$ cat config.mk
export PLATFORM = sky130hd
export DESIGN_NAME = uart_msg_scheduler_flat
export DESIGN_NICKNAME = d
export VERILOG_FILES = /design/src/rtl/uart_msg_scheduler_pkg.sv /design/src/rtl/uart_msg_scheduler_if.sv /design/src/rtl/rr_arbiter4.sv /design/src/rtl/uart_msg_scheduler.sv /design/src/flat_wrapper.sv
export SDC_FILE = /design/constraint.sdc
export NUM_CORES = 1
export LEC_CHECK = 0
export BUFFER_PORTS_ARGS = -buffer_cell sky130_fd_sc_hd__buf_4
export CAP_MARGIN = 20
export CORE_ASPECT_RATIO = 1.5
export CORE_UTILIZATION = 62
export CTS_BUF_LIST = sky130_fd_sc_hd__clkbuf_2
export CTS_CLUSTER_SIZE = 28
export DETAILED_ROUTE_END_ITERATION = 16
export PLACE_DENSITY = 0.88
export SYNTH_ARGS = -nofsm -noshare
export SYNTH_HDL_FRONTEND = slang
export SYNTH_HIERARCHICAL = 1
export SYNTH_SLANG_ARGS = --single-unit
$ cat constraint.sdc
create_clock -name i_clk -period 4.5 [get_ports i_clk]
set_input_delay 0 -clock i_clk [delete_from_list [all_inputs] [get_ports i_clk]]
set_output_delay 0 -clock i_clk [all_outputs]
set_load 0.01 [all_outputs]
$ cat src/rtl/uart_msg_scheduler_pkg.sv
// Shared definitions for the UART message scheduler: FSM encoding, frame
// header defaults and small index helpers.
package uart_msg_scheduler_pkg;

  localparam int NUM_REQ_DEF = 4;
  localparam int FRAME_LEN   = 4;

  localparam logic [7:0] HDR0_DEF = 8'h53;
  localparam logic [7:0] HDR1_DEF = 8'h4D;

  typedef enum logic [2:0] {
    S_IDLE,
    S_ARB,
    S_LOAD,
    S_SEND,
    S_WAIT_ACC,
    S_WAIT_DONE,
    S_NEXT,
    S_GAP
  } state_t;

  function automatic logic [1:0] onehot_to_idx(input logic [3:0] oh);
    return {oh[3] | oh[2], oh[3] | oh[1]};
  endfunction

  // Frame ID is 1-based so that an all-zero byte never appears as an ID.
  function automatic logic [7:0] frame_id(input logic [1:0] idx);
    return {6'b0, idx} + 8'd1;
  endfunction

endpackage

$ cat src/rtl/uart_msg_scheduler_if.sv
// Requester and transmitter handshake bundle; master is the scheduler side.
interface uart_msg_scheduler_if;
  import uart_msg_scheduler_pkg::*;

  logic [NUM_REQ_DEF-1:0]   req;
  logic [8*NUM_REQ_DEF-1:0] req_data;
  logic [NUM_REQ_DEF-1:0]   ack;
  logic                     tx_data_valid;
  logic [7:0]               tx_byte;
  logic                     tx_done;

  modport master (
    input  req, req_data, tx_done,
    output ack, tx_data_valid, tx_byte
  );

  modport slave (
    output req, req_data, tx_done,
    input  ack, tx_data_valid, tx_byte
  );

endinterface

$ cat src/rtl/rr_arbiter4.sv
// Combinational 4-way round-robin arbiter; search begins one past i_ptr.
module rr_arbiter4 (
  input  logic [3:0] i_req,
  input  logic [1:0] i_ptr,
  output logic [3:0] o_grant
);

  logic [1:0] w_idx;

  // Walk farthest-to-nearest so the nearest requester overwrites the others.
  always_comb begin
    o_grant = '0;
    w_idx   = '0;
    for (int k = 4; k >= 1; k--) begin
      w_idx = i_ptr + 2'(k);
      if (i_req[w_idx]) o_grant = 4'b0001 << w_idx;
    end
  end

endmodule

$ cat src/rtl/uart_msg_scheduler.sv
// Round-robin scheduler framing requester payloads as HDR0, HDR1, ID, DATA
// toward an external UART transmitter, with accept timeout and frame gap.
module uart_msg_scheduler
  import uart_msg_scheduler_pkg::*;
#(
  parameter int         NUM_REQ     = NUM_REQ_DEF,
  parameter logic [7:0] HDR0        = HDR0_DEF,
  parameter logic [7:0] HDR1        = HDR1_DEF,
  parameter int         GAP_CLKS    = 434,
  parameter int         ACC_TIMEOUT = 8
) (
  input  logic                 i_clk,
  input  logic                 i_rst,
  uart_msg_scheduler_if.master if_bus,
  output logic                 o_busy,
  output logic                 o_error,
  output logic [15:0]          o_frame_count
);

  localparam int GW = (GAP_CLKS > 1) ? $clog2(GAP_CLKS) : 1;
  localparam int AW = (ACC_TIMEOUT > 1) ? $clog2(ACC_TIMEOUT) : 1;

  state_t               r_state;
  logic [NUM_REQ-1:0]   r_req_snap;
  logic [NUM_REQ-1:0]   r_grant;
  logic [NUM_REQ-1:0]   r_ack;
  logic [1:0]           r_ptr;
  logic [1:0]           r_idx;
  logic [7:0]           r_payload;
  logic [1:0]           r_byte_idx;
  logic [AW-1:0]        r_acc_cnt;
  logic [GW-1:0]        r_gap_cnt;
  logic                 r_tx_valid;
  logic [7:0]           r_tx_byte;
  logic                 r_busy;
  logic                 r_error;
  logic [15:0]          r_frame_count;

  logic [NUM_REQ-1:0]   w_grant;
  logic [1:0]           w_load_idx;
  logic [7:0]           w_next_byte;

  // Arbitrate over the request snapshot taken in IDLE so a one-cycle
  // request pulse is still served.
  rr_arbiter4 u_arb (
    .i_req   (r_req_snap),
    .i_ptr   (r_ptr),
    .o_grant (w_grant)
  );

  assign w_load_idx = onehot_to_idx(r_grant);

  always_comb begin
    w_next_byte = r_payload;
    case (r_byte_idx)
      2'd0:    w_next_byte = HDR0;
      2'd1:    w_next_byte = HDR1;
      2'd2:    w_next_byte = frame_id(r_idx);
      default: w_next_byte = r_payload;
    endcase
  end

  always_ff @(posedge i_clk or posedge i_rst) begin
    if (i_rst) begin
      r_state       <= S_IDLE;
      r_req_snap    <= '0;
      r_grant       <= '0;
      r_ack         <= '0;
      r_ptr         <= 2'd3;
      r_idx         <= '0;
      r_payload     <= '0;
      r_byte_idx    <= '0;
      r_acc_cnt     <= '0;
      r_gap_cnt     <= '0;
      r_tx_valid    <= 1'b0;
      r_tx_byte     <= '0;
      r_busy        <= 1'b0;
      r_error       <= 1'b0;
      r_frame_count <= '0;
    end else begin
      r_ack <= '0;
      case (r_state)
        S_IDLE: begin
          if ((|if_bus.req) && !r_error) begin
            r_req_snap <= if_bus.req;
            r_state    <= S_ARB;
          end
        end
        S_ARB: begin
          r_grant <= w_grant;
          r_busy  <= 1'b1;
          r_state <= S_LOAD;
        end
        S_LOAD: begin
          r_idx      <= w_load_idx;
          r_payload  <= if_bus.req_data[{w_load_idx, 3'b000} +: 8];
          r_ack      <= r_grant;
          r_ptr      <= w_load_idx;
          r_byte_idx <= '0;
          r_state    <= S_SEND;
        end
        S_SEND: begin
          r_tx_byte  <= w_next_byte;
          r_tx_valid <= 1'b1;
          r_acc_cnt  <= '0;
          r_state    <= S_WAIT_ACC;
        end
        S_WAIT_ACC: begin
          if (!if_bus.tx_done) begin
            r_tx_valid <= 1'b0;
            r_state    <= S_WAIT_DONE;
          end else if (r_acc_cnt == AW'(ACC_TIMEOUT - 1)) begin
            r_error    <= 1'b1;
            r_tx_valid <= 1'b0;
            r_busy     <= 1'b0;
            r_state    <= S_IDLE;
          end else begin
            r_acc_cnt <= r_acc_cnt + 1'b1;
          end
        end
        S_WAIT_DONE: begin
          if (if_bus.tx_done) r_state <= S_NEXT;
        end
        S_NEXT: begin
          if (r_byte_idx == 2'(FRAME_LEN - 1)) begin
            r_frame_count <= r_frame_count + 16'd1;
            r_gap_cnt     <= '0;
            r_state       <= S_GAP;
          end else begin
            r_byte_idx <= r_byte_idx + 2'd1;
            r_state    <= S_SEND;
          end
        end
        S_GAP: begin
          if (r_gap_cnt == GW'(GAP_CLKS - 1)) begin
            r_busy  <= 1'b0;
            r_state <= S_IDLE;
          end else begin
            r_gap_cnt <= r_gap_cnt + 1'b1;
          end
        end
        default: begin
          r_busy  <= 1'b0;
          r_state <= S_IDLE;
        end
      endcase
    end
  end

  assign if_bus.ack           = r_ack;
  assign if_bus.tx_data_valid = r_tx_valid;
  assign if_bus.tx_byte       = r_tx_byte;
  assign o_busy               = r_busy;
  assign o_error              = r_error;
  assign o_frame_count        = r_frame_count;

endmodule

$ cat src/flat_wrapper.sv
// flat-port wrapper written by rule: the top's interface ports become plain ports
module uart_msg_scheduler_flat import uart_msg_scheduler_pkg::*;
#(
  parameter int         NUM_REQ     = NUM_REQ_DEF,
  parameter logic [7:0] HDR0        = HDR0_DEF,
  parameter logic [7:0] HDR1        = HDR1_DEF,
  parameter int         GAP_CLKS    = 434,
  parameter int         ACC_TIMEOUT = 8
)
  (i_clk, i_rst, o_busy, o_error, o_frame_count, if_bus_req, if_bus_req_data, if_bus_tx_done, if_bus_ack, if_bus_tx_data_valid, if_bus_tx_byte);
  uart_msg_scheduler_if if_bus_i ();
  input  logic i_clk;
  input  logic i_rst;
  output logic o_busy;
  output logic o_error;
  output logic [15:0] o_frame_count;
  input wire logic [$bits(if_bus_i.req)-1:0] if_bus_req;
  input wire logic [$bits(if_bus_i.req_data)-1:0] if_bus_req_data;
  input wire logic [$bits(if_bus_i.tx_done)-1:0] if_bus_tx_done;
  output wire logic [$bits(if_bus_i.ack)-1:0] if_bus_ack;
  output wire logic [$bits(if_bus_i.tx_data_valid)-1:0] if_bus_tx_data_valid;
  output wire logic [$bits(if_bus_i.tx_byte)-1:0] if_bus_tx_byte;
  assign if_bus_i.req = if_bus_req;
  assign if_bus_i.req_data = if_bus_req_data;
  assign if_bus_i.tx_done = if_bus_tx_done;
  assign if_bus_ack = if_bus_i.ack;
  assign if_bus_tx_data_valid = if_bus_i.tx_data_valid;
  assign if_bus_tx_byte = if_bus_i.tx_byte;
  uart_msg_scheduler #(.NUM_REQ(NUM_REQ), .HDR0(HDR0), .HDR1(HDR1), .GAP_CLKS(GAP_CLKS), .ACC_TIMEOUT(ACC_TIMEOUT)) u_core (.i_clk(i_clk), .i_rst(i_rst), .if_bus(if_bus_i), .o_busy(o_busy), .o_error(o_error), .o_frame_count(o_frame_count));
endmodule
* Word-level counts from Yosys, hierarchy flattened
Cells that the tools add are included.
Word-level totals: bits in latches 0, input port bits 39, RAM bits 0, output and inout bits 31, memories kept 0, bits in registers 68, ROM bits 0, logic and storage cells 109
Operators by class: multipliers 0, shifts and indexed selects 5, equal/unequal tests 22, bitwise logic cells 2, $lt $le $gt $ge 4, div/mod/pow operators 0, reduce and logical (&&, ||, !) cells 18, multiplexer cells 35, add/subtract/negate cells 8
Operators with widths (count):
- 32-bit by 6-bit indexed part select with 8-bit output | 1
- 3-bit 2-to-1 mux | 8
- 3-bit case mux with 8 select lines | 1
- 8-bit case mux with 3 select lines | 1
- 4-bit 2-to-1 mux | 5
- 9-bit 2-to-1 mux | 2
- 9-bit case mux with 2 select lines | 1
- 16-bit by 1-bit adder with 16-bit output, second input constant | 1
- 1-bit by 2-bit left shift with 4-bit output, first input constant | 4
- 3-bit == test, second input constant | 5
- 2-bit by 3-bit less-than comparator with 1-bit output, second input constant | 4
- 2-bit inequality test, second input constant | 5
- 9-bit by 1-bit adder with 9-bit output, second input constant | 1
- 9-bit == test, second input constant | 1
- 3-bit AND reduction | 3
- 1-bit binary-select mux with 2-bit select | 4
- 1-bit 2-to-1 mux | 8
- 2-bit by 1-bit inequality test with 1-bit output, second input constant | 4
- 2-bit AND reduction | 4
- 4-bit AND reduction | 2
- 3-bit by 2-bit == test with 1-bit output, second input constant | 2
- 3-bit case mux with 2 select lines | 1
- 2-bit nonzero test | 3
- 2-bit by 1-bit adder with 2-bit output, second input constant | 2
- other kinds (18) | 21

* Longest topological paths before layout
depth after elaboration 6, depth in mapped cells 8, mapped depth without buffers 7

* Hierarchy
The synthesis kept the hierarchy.
Modules (own cells, without submodules):
- uart_msg_scheduler | times used 1, area an instance 3365.7 um^2, sequential area each 1704.1 um^2, cells an instance 320
- rr_arbiter4 | times used 1, area an instance 367.9 um^2, sequential area each 0.0 um^2, cells an instance 44

* Least setup slack after synthesis
OpenSTA, ideal clock, no wires.
path kind register to register, start reg u_core.r_ptr[0], end reg u_core.r_grant[2], buffers on the path 1, period minus slack after synthesis 2.446 ns, slack 2.054 ns, data arrival time 2.319 ns, stages on the path, launching flop included 9, setup time 0.128 ns, data required time 4.372 ns, cell sequence dfstp_2 buf_6 inv_1 ha_1 mux4_2 nand2b_1 o22ai_1 a31oi_1 mux2_1
Between the ends: cells in the longest elaborated chain, start to end 6, elaborated cells on any way between the ends 19, classes of those cells 3 x add/sub; 4 x shift; 12 x mux
RTL lines:
- start, declared | line uart_msg_scheduler.sv:27 | logic [1:0] r_ptr;
- start signal, assigned | line uart_msg_scheduler.sv:98 | r_ptr <= w_load_idx;
- 2-bit adder / 1-bit binary-select mux with 2-bit select (equally long branches) | line rr_arbiter4.sv:15, rr_arbiter4.sv:16
- 1-bit binary-select mux with 2-bit select / 1-bit 2-to-1 mux (equally long branches) | line rr_arbiter4.sv:16 | if (i_req[w_idx]) o_grant = 4'b0001 << w_idx;
- 1-bit 2-to-1 mux (implied by the code) / 4-bit 2-to-1 mux (equally long branches) | line rr_arbiter4.sv:16
- 4-bit 2-to-1 mux (2 in a row) | line rr_arbiter4.sv:16
- 4-bit 2-to-1 mux (*) | line rr_arbiter4.sv:16
- via u_core.w_grant[2] | line uart_msg_scheduler.sv:39 | logic [NUM_REQ-1:0] w_grant;
- end signal, assigned | line uart_msg_scheduler.sv:90 | r_grant <= w_grant;
- end, declared | line uart_msg_scheduler.sv:25 | logic [NUM_REQ-1:0] r_grant;
The timed path passes the listed nets; every way through them passes the cells marked *. The select of a mux whose other input is x is not followed. A chain may end at the register's enable or synchronous reset.

* Worst setup path after layout
start reg u_core.r_ptr[0], end reg u_core.r_grant[3]
Same word-level chain as after synthesis.

==> impl_metrics.prom <==
# TYPE chip_impl_metric gauge
chip_impl_info{name="timing.critical_path.to_type",value="flop"} 1
chip_impl_metric{name="timing.critical_path.fanout_max",unit=""} 13
chip_impl_metric{name="number_of_placement_rows",unit=""} 34
chip_impl_metric{name="dr.first_iter.drc_count",unit=""} 212
chip_impl_metric{name="syn-mean-instance-area",unit="um^2"} 10.3
chip_impl_metric{name="post-place-ws",unit="ps"} 1840
chip_impl_metric{name="post_synth_instance_area",unit="um^2"} 3730
chip_impl_metric{name="dieArea",unit="um^2"} 6340
chip_impl_metric{name="cts-buffers-inserted",unit=""} 9
chip_impl_info{name="tritoncts",value="done"} 1
chip_impl_metric{name="first_pass_grt_wire_length",unit="mm"} 13.9
chip_impl_metric{name="count_of_flip_flops_with_a_built_in_enable_after_synthesis",unit=""} 0
chip_impl_metric{name="period_minus_slack",unit="ps"} 2740
chip_impl_metric{name="max_freq",unit="GHz"} 0.365
chip_impl_metric{name="synth.lib_cells_used.distinct",unit=""} 55
chip_impl_metric{name="vias_per_cell",unit=""} 5.95
chip_impl_metric{name="postSynthNetCount",unit=""} 420
chip_impl_metric{name="globalplace.congestion",unit=""} 0.845
chip_impl_info{name="synth_top_flop_cell",value="dfrtp_1"} 1
chip_impl_info{name="hp-class",value="in2async"} 1
chip_impl_metric{name="detailroute.via_count",unit=""} 3148
chip_impl_metric{name="cp.arrival",unit="ps"} 3150
chip_impl_metric{name="worst_skew_pair_latency",unit="ps"} 510
chip_impl_info{name="critical_path.top_delay_family",value="multiplexers"} 1
chip_impl_metric{name="grt_start_max_net_pins",unit=""} 69
chip_impl_metric{name="final_cells",unit=""} 529
chip_impl_info{name="crit_type",value="reg2reg"} 1
chip_impl_metric{name="htree_levels",unit=""} 3
chip_impl_metric{name="number_of_top_level_pins",unit=""} 70
chip_impl_info{name="crit_chain",value="inv_1, ha_1, mux4_2, nand2b_1, o22ai_1, a31oi_1, mux2_1"} 1
chip_impl_metric{name="cts_resized",unit=""} 0
chip_impl_metric{name="die_w",unit="um"} 65.4
chip_impl_metric{name="initial_utilization",unit=""} 0.645
chip_impl_metric{name="share_of_cells_above_drive_strength_1",unit=""} 0.225
chip_impl_info{name="setup.worst_path.start_class",value="flop"} 1
chip_impl_metric{name="yosys_warning_count",unit=""} 6
chip_impl_metric{name="grt.total_usage",unit=""} 0.286
chip_impl_metric{name="initial_antenna_violation_count",unit=""} 0
chip_impl_metric{name="drc_errors",unit=""} 0
chip_impl_metric{name="max-clock-path-buffers",unit=""} 2
chip_impl_metric{name="final_nets",unit=""} 508
chip_impl_metric{name="place_hpwl",unit="mm"} 5.63
chip_impl_info{name="crit_slowest_cell",value="dfstp_2"} 1
chip_impl_metric{name="routedWlPerCell",unit="um"} 15.9
chip_impl_metric{name="syn-instance-count",unit=""} 364
chip_impl_metric{name="total_count_of_hold_check_failures_in_the_final_report",unit=""} 0
chip_impl_metric{name="synth.yosys.seq_area_share",unit=""} 0.456
chip_impl_metric{name="drv_cap",unit=""} 0
chip_impl_metric{name="clkTransAtPathRegs",unit="ps"} 200
chip_impl_metric{name="first_global_vias",unit=""} 3157
chip_impl_metric{name="worst_path_largest_cell_delay",unit="ps"} 730
chip_impl_metric{name="antenna_violation_net_count_after_detailed_routing",unit=""} 0
chip_impl_metric{name="asyncSetResetFlopFracSynth",unit=""} 1.00
chip_impl_metric{name="static_power_due_to_leakage",unit="uW"} 0.00219
chip_impl_metric{name="post-route-worst-setup-slack",unit="ps"} 1760
chip_impl_metric{name="place.port_buffers",unit=""} 69
chip_impl_metric{name="fp.dieH",unit="um"} 97.0
chip_impl_metric{name="report.power.total",unit="uW"} 2730
chip_impl_metric{name="clock-sinks",unit=""} 68
chip_impl_metric{name="core",unit="um^2"} 5790
chip_impl_metric{name="number_of_buffer_and_inverter_instances_along_the_worst_setup_path",unit=""} 1
chip_impl_info{name="outcome",value="finished, final reports clean"} 1
chip_impl_metric{name="dpl.cell_count",unit=""} 491
chip_impl_metric{name="power.density",unit="nW/um^2"} 589
chip_impl_metric{name="grt_overflow",unit=""} 0
chip_impl_metric{name="yosys_register_bits",unit=""} 68
chip_impl_metric{name="finalCritPeriodShare",unit=""} 0.609
chip_impl_metric{name="drt-pass1-iter-count",unit=""} 7
chip_impl_metric{name="n_antenna_cell",unit=""} 0
chip_impl_metric{name="setup_viol_count_final",unit=""} 0
chip_impl_metric{name="tightest_slew",unit="ps"} 834
chip_impl_metric{name="required",unit="ps"} 4910
chip_impl_metric{name="highest_ir_drop_seen_on_vdd",unit="mV"} 0.451
chip_impl_info{name="rsz0062_at_grt",value="no"} 1
chip_impl_metric{name="slew_headroom",unit=""} 0.444
chip_impl_metric{name="synth_to_final_area_change",unit="%"} 24.0
chip_impl_info{name="clock_tree.root_cell",value="clkbuf_2"} 1
chip_impl_metric{name="postRouteWirelength",unit="mm"} 8.39
chip_impl_metric{name="timing.clock.skew",unit="ps"} 29.2
chip_impl_metric{name="timing.setup.tns",unit="ps"} 0
chip_impl_metric{name="finalMaxSlewViolations",unit=""} 0
==> per-layer routing <==
| metal | GRT usage | vias to the layer above | share of wire |
|---|---|---|---|
| li1 | - | 1473 | - |
| met1 | 0.319 | 1555 | 0.39 |
| met2 | 0.496 | 87 | 0.54 |
| met4 | 0.166 | 0 | 0.039 |
| met5 | 0 | - | 0 |
| met3 | 0.0483 | 33 | 0.034 |
==> layout by cell type (no fill, tap or decap), types with 2 or more instances in the layout <==
| cell | count |
|---|---|
| buf_4 | 70 |
| dfrtp_1 | 66 |
| nand2_1 | 48 |
| dlygate4sd3_1 | 22 |
| nor2_1 | 20 |
| o21ai_1 | 17 |
| ha_1 | 17 |
| mux2_1 | 16 |
| a21oi_1 | 14 |
| o22ai_1 | 14 |
| xnor2_1 | 13 |
| mux2i_1 | 13 |
| inv_1 | 11 |
| nand2b_1 | 10 |
| clkbuf_2 | 9 |
| o22a_1 | 8 |
| nand4_1 | 7 |
| nand3_1 | 7 |
| and3_1 | 5 |
| nor2b_1 | 5 |
| xor2_1 | 4 |
| and2_1 | 4 |
| a31oi_1 | 4 |
| mux4_2 | 4 |
| nor2_2 | 3 |
| and4_1 | 3 |
| nor3_1 | 3 |
| o31ai_1 | 3 |
| bufinv_16 | 2 |
| clkinv_4 | 2 |
| clkinv_2 | 2 |
| and2b_1 | 2 |
| o21ai_0 | 2 |
| dfstp_2 | 2 |
==> report_power, final <==
group | total, uW | switching [uW] | internal, uW
logic | 1250 | 621 | 627
clock network | 408 | 226 | 182
registers | 1070 | 269 | 801
total | 2730 | 1120 | 1610
==> sequential cells by signal, indices dropped and copies added (netlist names) <==
register / flops
u_core/o_busy: 1
u_core/r_payload: 8
u_core/if_bus.ack: 4
u_core/r_req_snap: 4
u_core/o_frame_count: 16
u_core/if_bus.tx_byte: 8
u_core/r_grant: 4
u_core/r_gap_cnt: 9
u_core/r_state: 3
u_core/r_idx: 2
u_core/r_acc_cnt: 3
u_core/r_byte_idx: 2
u_core/if_bus.tx_data_valid: 1
u_core/r_ptr: 2
u_core/o_error: 1
==> kinds of logic (layout without fill, tap and decap cells) <==
family                   after synthesis  count (layout)  synth area share
AO/OA/AOI/OAI                         77              77             0.136
flip-flops                            68              68             0.456
multiplexers                          34              34             0.110
AND/OR/NAND/NOR                      124             124             0.168
XOR/XNOR                              17              17            0.0399
adder cells (fa/ha/maj)               17              17            0.0570
buffers and inverters                 27             120            0.0328
==> through the flow <==
stage,hold WS (ps),utilization,cell area (um^2)
2_1_floorplan,132,-,3730
3_3_place_gp,224,0.738,4270
3_5_place_dp,233,0.738,4270
4_1_cts,240,0.800,4630
5_1_grt,247,0.800,4630
6_report,256,0.800,4630
==> synth_stat cells, types with 10 or more instances <==
cell	count	share of area
nand2_1	48	0.048
o22ai_1	14	0.023
ha_1	17	0.057
mux2i_1	13	0.035
nand2b_1	10	0.017
xnor2_1	13	0.030
a21oi_1	14	0.019
o21ai_1	17	0.023
nor2_1	20	0.020
dfrtp_1	66	0.44
inv_1	12	0.012
mux2_1	16	0.048
==> worst min-delay path, delay by kind of cell <==
| family | cells | cell delay [ps] |
|---|---|---|
| buffers and inverters | 4 | 1350 |
==> path summary, 6_finish.rpt <==
check                                      endpoint  slack, ps  depth (start not counted)                      from
max                               u_core/r_grant[3]       1760                          7           u_core/r_ptr[0]
min                        u_core/if_bus.tx_byte[3]        260                          4                     i_rst
max reg2reg                       u_core/r_grant[3]       1760                          7           u_core/r_ptr[0]
min reg2reg                u_core/o_frame_count[15]        500                          1  u_core/o_frame_count[15]
max in group asynchronous         u_core/r_grant[2]       3670                          4                     i_rst
min in group i_clk             u_core/r_req_snap[2]        260                          3             if_bus_req[2]
==> final cells by class <==
type / instances / area, um^2
clock buffer: 9 / 45.0
clock inverter: 7 / 91.3
fill: 390 / 1160
inverter: 12 / 45.0
multi-input combinational: 269 / 1910
sequential: 68 / 1700
tap: 72 / 90.1
timing repair buffer: 92 / 746
==> what timing repair did <==
action / 4_1_cts / 5_1_grt
setup buffers: 0 / 0
hold endpoints to repair: 82 / 0
hold buffers: 22 / 0
(Power assumes the default switching activity.)
